$ cat src/rtl/mem_pkg.sv
// Shared constants and encodings for the memory access arbiter.
package mem_pkg;

   localparam int unsigned MEM_DATA_WIDTH = 32;
   localparam logic [31:0] MEM_RAM_BASE   = 32'h1000_0000;

   // FSM encodings kept as plain constants so legacy code can still compare against them
   localparam logic [1:0] ST_IDLE   = 2'd0;
   localparam logic [1:0] ST_ACCESS = 2'd1;
   localparam logic [1:0] ST_RESP   = 2'd2;

   typedef enum logic [1:0] {
      S_IDLE   = ST_IDLE,
      S_ACCESS = ST_ACCESS,
      S_RESP   = ST_RESP
   } state_e;

   // Requester IDs; also the bit index of each request in the arbiter vector
   typedef enum logic {
      PORT_IF = 1'b0,
      PORT_D  = 1'b1
   } port_e;

endpackage

$ cat src/rtl/rr_arbiter_2.sv
// Two-way round-robin arbiter: a lone requester wins, on contention the
// requester that was not granted last wins.
module rr_arbiter_2 (
   input  logic [1:0] i_req,
   input  logic       i_last_gnt,
   output logic [1:0] o_gnt
);

   // One-hot grant selection
   always_comb begin
      o_gnt = '0;
      if (i_req == 2'b11) begin
         o_gnt = i_last_gnt ? 2'b01 : 2'b10;
      end else begin
         o_gnt = i_req;
      end
   end

endmodule

$ cat src/rtl/mem_access_arbiter.sv
// Arbitrates a fetch port and a data port onto a single memory interface,
// one transaction at a time (IDLE -> ACCESS -> RESP). Data writes below
// RAM_BASE are rejected with an error response and never reach memory.
module mem_access_arbiter
   import mem_pkg::*;
#(
   parameter int unsigned             DATA_WIDTH = MEM_DATA_WIDTH,
   parameter logic [DATA_WIDTH-1:0]   RAM_BASE   = DATA_WIDTH'(MEM_RAM_BASE)
) (
   input  logic                  clk,
   input  logic                  reset,
   // fetch port
   input  logic                  if_req_i,
   input  logic [DATA_WIDTH-1:0] if_addr_i,
   output logic                  if_gnt_o,
   output logic                  if_rvalid_o,
   output logic [DATA_WIDTH-1:0] if_rdata_o,
   // data port
   input  logic                  d_req_i,
   input  logic                  d_we_i,
   input  logic [DATA_WIDTH-1:0] d_addr_i,
   input  logic [DATA_WIDTH-1:0] d_wdata_i,
   output logic                  d_gnt_o,
   output logic                  d_rvalid_o,
   output logic                  d_err_o,
   output logic [DATA_WIDTH-1:0] d_rdata_o,
   // memory side
   output logic                  mem_we_o,
   output logic [DATA_WIDTH-1:0] mem_addr_o,
   output logic [DATA_WIDTH-1:0] mem_wdata_o,
   input  logic [DATA_WIDTH-1:0] mem_rdata_i
);

   state_e                r_state;
   port_e                 r_owner;
   port_e                 r_last_gnt;
   logic                  r_we;
   logic                  r_wr_err;
   logic                  r_mem_we;
   logic [DATA_WIDTH-1:0] r_mem_addr;
   logic [DATA_WIDTH-1:0] r_mem_wdata;
   logic [DATA_WIDTH-1:0] r_resp_data;
   logic                  r_if_gnt;
   logic                  r_d_gnt;
   logic                  r_if_rvalid;
   logic                  r_d_rvalid;
   logic                  r_d_err;

   logic [1:0]            w_req;
   logic [1:0]            w_gnt;
   logic                  w_last_is_d;
   logic                  w_d_wr_legal;

   assign w_req        = {d_req_i, if_req_i};
   assign w_last_is_d  = (r_last_gnt == PORT_D);
   assign w_d_wr_legal = (d_addr_i >= RAM_BASE);

   rr_arbiter_2 u_rr (
      .i_req      (w_req),
      .i_last_gnt (w_last_is_d),
      .o_gnt      (w_gnt)
   );

   // Transaction FSM and datapath. The write strobe is armed at grant so it is
   // high exactly for the ACCESS cycle; rvalid is registered on leaving RESP,
   // so it lands two cycles after gnt and overlaps the next IDLE.
   always_ff @(posedge clk or posedge reset) begin
      if (reset) begin
         r_state     <= S_IDLE;
         r_owner     <= PORT_IF;
         r_last_gnt  <= PORT_D;
         r_we        <= 1'b0;
         r_wr_err    <= 1'b0;
         r_mem_we    <= 1'b0;
         r_mem_addr  <= '0;
         r_mem_wdata <= '0;
         r_resp_data <= '0;
         r_if_gnt    <= 1'b0;
         r_d_gnt     <= 1'b0;
         r_if_rvalid <= 1'b0;
         r_d_rvalid  <= 1'b0;
         r_d_err     <= 1'b0;
      end else begin
         r_if_gnt    <= 1'b0;
         r_d_gnt     <= 1'b0;
         r_if_rvalid <= 1'b0;
         r_d_rvalid  <= 1'b0;
         r_d_err     <= 1'b0;
         r_mem_we    <= 1'b0;
         case (r_state)
            S_IDLE: begin
               if (|w_req) begin
                  r_state <= S_ACCESS;
                  if (w_gnt[PORT_D]) begin
                     r_owner     <= PORT_D;
                     r_last_gnt  <= PORT_D;
                     r_d_gnt     <= 1'b1;
                     r_mem_addr  <= d_addr_i;
                     r_mem_wdata <= d_wdata_i;
                     r_we        <= d_we_i;
                     r_wr_err    <= d_we_i && !w_d_wr_legal;
                     r_mem_we    <= d_we_i && w_d_wr_legal;
                  end else begin
                     r_owner     <= PORT_IF;
                     r_last_gnt  <= PORT_IF;
                     r_if_gnt    <= 1'b1;
                     r_mem_addr  <= if_addr_i;
                     r_mem_wdata <= '0;
                     r_we        <= 1'b0;
                     r_wr_err    <= 1'b0;
                  end
               end
            end
            S_ACCESS: begin
               r_resp_data <= r_we ? '0 : mem_rdata_i;
               r_state     <= S_RESP;
            end
            S_RESP: begin
               if (r_owner == PORT_D) begin
                  r_d_rvalid <= 1'b1;
                  r_d_err    <= r_wr_err;
               end else begin
                  r_if_rvalid <= 1'b1;
               end
               r_state <= S_IDLE;
            end
            default: r_state <= S_IDLE;
         endcase
      end
   end

   assign if_gnt_o    = r_if_gnt;
   assign if_rvalid_o = r_if_rvalid;
   assign if_rdata_o  = r_resp_data;
   assign d_gnt_o     = r_d_gnt;
   assign d_rvalid_o  = r_d_rvalid;
   assign d_err_o     = r_d_err;
   assign d_rdata_o   = r_resp_data;
   assign mem_we_o    = r_mem_we;
   assign mem_addr_o  = r_mem_addr;
   assign mem_wdata_o = r_mem_wdata;

endmodule

$ cat config.mk
export PLATFORM = sky130hd
export DESIGN_NAME = mem_access_arbiter
export DESIGN_NICKNAME = d
export VERILOG_FILES = /design/src/rtl/mem_pkg.sv /design/src/rtl/rr_arbiter_2.sv /design/src/rtl/mem_access_arbiter.sv
export SDC_FILE = /design/constraint.sdc
export NUM_CORES = 1
export LEC_CHECK = 0
export CAP_MARGIN = 40
export CORE_AREA = 4 4 127 142
export CTS_BUF_LIST = sky130_fd_sc_hd__clkbuf_2 sky130_fd_sc_hd__clkbuf_4 sky130_fd_sc_hd__clkbuf_8
export CTS_CLUSTER_SIZE = 20
export DETAILED_ROUTE_END_ITERATION = 6
export DIE_AREA = 0 0 131 146
export REMOVE_ABC_BUFFERS = 1
export SETUP_SLACK_MARGIN = 0.3
export SLEW_MARGIN = 25
export SYNTH_ARGS = -nofsm -noshare
export SYNTH_HDL_FRONTEND = slang
export SYNTH_SLANG_ARGS = --single-unit
$ cat constraint.sdc
create_clock -name clk -period 3.4 [get_ports clk]
set_input_delay 0.51 -clock clk [delete_from_list [all_inputs] [get_ports clk]]
set_output_delay 0.51 -clock clk [all_outputs]
set_load 0.01 [all_outputs]
-- Yosys cells after proc, flatten, opt, wreduce, memory -nomap -nowiden
Cells that the tools add are included.
- add/sub/neg operators: 0
- multipliers: 0
- divide/modulo/power cells: 0
- $lt $le $gt $ge: 1
- eq/ne operators: 4
- shift operators: 0
- multiplexer cells: 24
- bitwise operators: 0
- reduce and logical (&&, ||, !) cells: 6
- operators by type and width (operator ; number):
    32-bit 2-to-1 mux ; 3
    32-bit by 29-bit greater-or-equal comparator with 1-bit output, second input constant ; 1
    1-bit 2-to-1 mux ; 17
    2-bit 2-to-1 mux ; 3
    2-bit equality test, second input constant ; 2
    2-bit one-hot mux with 2 select lines ; 1
    2-bit by 1-bit equality test with 1-bit output, second input constant ; 1
    1-bit logical AND ; 2
    2-bit logical NOT ; 1
    2-bit != test, second input constant ; 1
    2-bit AND reduction ; 1
    2-bit OR reduction ; 1
    1-bit logical NOT ; 1
- flip-flop bits (word level): 108
- latch bits: 0
- bits in writable memories: 0
- memory bits (read-only): 0
- bits of input ports: 133
- output and inout port bits: 134
- logic and storage cells: 49
- memories kept: 0

-- Depth between registers and ports, before layout
- word-level depth: 5
- mapped depth: 6
- depth with buffers taken out: 4

-- Hierarchy
From an unflattened synthesis, not the netlist that was laid out.
- cell total of the unflattened synthesis: 444
- area total of the unflattened synthesis: 5242.5 sq um
- modules (own cells, without submodules) (module ; times used ; cells an instance ; area each (sq um) ; sequential area each (sq um)):
    mem_access_arbiter ; 1 ; 441 ; 5223.8 ; 2703.8
    rr_arbiter_2 ; 1 ; 3 ; 18.8 ; 0.0

-- Worst setup path before layout
OpenSTA, ideal clock, no wires.
- path kind: in2reg
- start point: input d_req_i
- end point: register r_mem_addr[25] (netlist: mem_addr_o[25])
- setup time: 0.126 ns
- arrival time: 1.420 ns
- required time: 3.274 ns
- slack: 1.854 ns
- cell stages on the path: 5
- path buffers: 2
- cells stage by stage: or2_1 -> buf_6 -> and3_1 -> buf_6 -> a221o_1
- word-level cells in the longest chain between the ends: 3
- elaborated cells between the ends (all ways): 5
- those cells by class: eq/ne: 1; mux: 2; reduce/logical: 2
- ends and longest elaborated chain (item ; line ; text):
    start, declared ; mem_access_arbiter.sv:19 ; input logic d_req_i,
    2-bit equality test ; rr_arbiter_2.sv:12 ; if (i_req == 2'b11) begin
    2-bit 2-to-1 mux ; rr_arbiter_2.sv:12 ;
    32-bit 2-to-1 mux ; mem_access_arbiter.sv:94 ; if (w_gnt[PORT_D]) begin
    end signal, assigned ; mem_access_arbiter.sv:98 ; r_mem_addr <= d_addr_i;
    end signal, assigned ; mem_access_arbiter.sv:107 ; r_mem_addr <= if_addr_i;
    end, declared ; mem_access_arbiter.sv:40 ; logic [DATA_WIDTH-1:0] r_mem_addr;
Several ways; a longest one is shown, not always the timed one.
A chain may end at the register's enable or synchronous reset.

-- Final worst setup path
- start point: input if_req_i
- end point: register r_mem_addr[28] (netlist: mem_addr_o[28])
- word-level cells in the longest chain between the ends: 3
- elaborated cells between the ends (all ways): 5
- those cells by class: eq/ne: 1; mux: 2; reduce/logical: 2
- ends and longest elaborated chain (item ; line ; text):
    start, declared ; mem_access_arbiter.sv:13 ; input logic if_req_i,
    2-bit equality test ; rr_arbiter_2.sv:12 ;
    2-bit 2-to-1 mux ; rr_arbiter_2.sv:12 ;
    32-bit 2-to-1 mux ; mem_access_arbiter.sv:94 ;
Several ways; a longest one is shown, not always the timed one.

==> flow_metrics.env <==
export IMPL_required_ns=3.64
export IMPL_fin_area_um2=7360
export IMPL_worstRegToRegCells=4
export IMPL_drtPass1Iterations=4
export IMPL_cts_sinks=108
export IMPL_crit_path_start_kind="input port"
export IMPL_period_needed_ns=1.98
export IMPL_slew_headroom_pct=49.3
export IMPL_finClkSkew_ns=0.00771
export IMPL_dp_cells=856
export IMPL_rows=50
export IMPL_area_growth_pct=61.0
export IMPL_use_met1_pct=18.0
export IMPL_worstPathMaxFanout=42
export IMPL_period_share_pct=58.2
export IMPL_cts_max_level=3
export IMPL_synth_cell_types=32
export IMPL_p_total_mw=6.36
export IMPL_hold_start="r_owner$_DFFE_PP0P_"
export IMPL_fp_dieH_um=146
export IMPL_drive_above_1_share_pct=5.12
export IMPL_path_class="input port to flop"
export IMPL_drc=0
export IMPL_grt_total_usage_pct=14.8
export IMPL_cts_buffer_depth=2
export IMPL_root_buffer="clkbuf_8"
export IMPL_vias=4039
export IMPL_n_antenna_cell=0
export IMPL_fmax_mhz=505
export IMPL_tns_ns=0
export IMPL_maxSlewViolCount=0
export IMPL_tritoncts="done"
export IMPL_final_hold_viol_count=0
export IMPL_hold_depth=1
export IMPL_vdd_drop_max_mv=0.297
export IMPL_grt_util_met3_pct=3.96
export IMPL_busiest_layer="met2"
export IMPL_grt_pass1_wl_um=22700
export IMPL_power_density_nw_per_um2=864
export IMPL_max_slew_worst_pin_slew_ns=0.760
export IMPL_ant_nets=0
export IMPL_core_um2=16700
export IMPL_fin_hold_ws_ns=0.477
export IMPL_min_delay_worst_endpoint="if_rvalid_o$_DFF_PP0_"
export IMPL_insertion_delay_ns=0.35
export IMPL_dp_hpwl_um=11100
export IMPL_synthesis_area_per_instance_um2=10.5
export IMPL_setup_viol=0
export IMPL_reg2reg_setup_slack_ns=1.73
export IMPL_ioPinCount=267
export IMPL_netlist_area_um2=4570
export IMPL_yosysSeqAreaShare_pct=59.1
export IMPL_grt_overflow_total=0
export IMPL_grt_max_degree=52
export IMPL_initialDrtViolationCount=127
export IMPL_rr_endpoint="mem_addr_o[28]$_DFFE_PP0P_"
export IMPL_post_cts_setup_buffers=0
export IMPL_synth_seq_cells=108
export IMPL_grt_setup_unrepaired="false"
export IMPL_critPathCaptureType="flop"
export IMPL_min_path_type="flop to flop"
export IMPL_avgViaCountPerCell=4.63
export IMPL_cts_buffers=9
export IMPL_path_clk_slew_ns=0.10
export IMPL_die_x_um=131
export IMPL_antenna_found_initial=0
export IMPL_met2_usage_pct=25.6
export IMPL_synth_cells=436
export IMPL_worstSetupStartpoint="if_req_i"
export IMPL_gp_congestion=0.754
export IMPL_wl_per_cell_um=16.6
export IMPL_numPortBuffers=266
export IMPL_die_area_um2=19100
export IMPL_postCtsResizedCells=0
export IMPL_p_leak_nw=3.17
export IMPL_outcome="finished, final reports clean"
export IMPL_maxCapViolations=0
export IMPL_fin_nets=792
export IMPL_final_cells=872
export IMPL_postCtsHoldBufs=0
export IMPL_dpl_cell_area_um2=7170
export IMPL_initial_core_util_pct=27.4
export IMPL_rr_startpoint="r_state[0]$_DFFE_PP0P_"
export IMPL_routed_wl_um=14500
export IMPL_yosys_warnings=0
export IMPL_grt_pass1_vias=4158
export IMPL_worstPathArrival_ns=2.22
flip-flops by register name (all words and copies together) (netlist names), 2 cells and up:
signal,flops
mem_addr_o,32
r_state,2
d_rdata_o,32
mem_wdata_o,32
per-stage QoR:
step / setup slack, ns / util [%]
after floorplan: 0.0461 / -
after global placement: 1.07 / 42.8
after detailed placement: 1.03 / 42.9
after CTS: 1.44 / 44.1
after global routing: 1.34 / 44.1
final: 1.42 / 44.1
logic make-up after synthesis:
kind of cell,share of synthesized area (%)
compound gates,18.4
simple gates,12.8
flops,59.1
buf+inv,9.66
cell usage after synthesis (all sizes together):
library cell    n  area [um^2]
or2             1         6.26
nand3           1         5.00
a21o            2         15.0
a21oi          25          125
a22o           32          280
o21ai          33          165
a32o            1         10.0
dfrtp         107         2680
a221o           7         70.1
nor3b           1         7.51
a31oi          25          156
a21bo           1         10.0
nor4            1         6.26
clkbuf          8         30.0
a21boi          1         11.3
nand2b         10         62.6
dfstp           1         26.3
buf            56          397
nand2         106          400
and2            1         6.26
inv             4         15.0
and3b           1         8.76
nor2            2         15.0
nor3            1         16.3
and3            8         50.1
routing by layer:
layer	share of wire, %	wire length (um)	vias up
li1	-	-	1921
met1	41	5880	1941
met2	51	7440	162
met3	6.7	971	15
met4	1.4	198	0
met5	0	0	-
worst max-delay path by stage:
stage	endpoint	cells after the start
global placement	mem_addr_o[28]$_DFFE_PP0P_	6
CTS	mem_addr_o[28]$_DFFE_PP0P_	6
finish	mem_addr_o[28]$_DFFE_PP0P_	6
detailed placement	mem_addr_o[28]$_DFFE_PP0P_	6
floorplan	d_err_o$_DFF_PP0_	1
global route	mem_addr_o[28]$_DFFE_PP0P_	6
critical path, cell delays in order:
cell and delay (ns):
clkdlybuf4s50_1 0.52, or2_1 0.12, buf_4 0.28, nand2_2 0.10, buf_4 0.29, a221o_1 0.40
area by class of cell:
type	instances	area [um^2]
Fill cell	1598	9340
Multi-Input combinational cell	260	1430
Clock buffer	12	159
Inverter	4	17.5
Timing Repair Buffer	276	2760
Clock inverter	4	33.8
Sequential cell	108	2700
Tap cell	208	260
layout by cell type (no fill, tap or decap), drive strengths merged:
master         netlist  routed
a21bo                1       1
a21boi               1       1
a21o                 2       2
a21oi               25      25
a221o                7       7
a22o                32      32
a31oi               25      25
a32o                 1       1
and2                 1       1
and3                 8       8
and3b                1       1
buf                 56      10
clkbuf               8      12
clkdlybuf4s50        0     266
clkinv               0       3
clkinvlp             0       1
dfrtp              107     107
dfstp                1       1
inv                  4       4
nand2              106     106
nand2b              10      10
nand3                1       1
nor2                 2       2
nor3                 1       1
nor3b                1       1
nor4                 1       1
o21ai               33      33
or2                  1       1
power breakdown:
group | switching (mW) | internal [mW]
registers | 0.415 | 1.88
logic | 1.48 | 1.84
clock network | 0.426 | 0.320
total | 2.32 | 4.04
(Power assumes the default switching activity.)
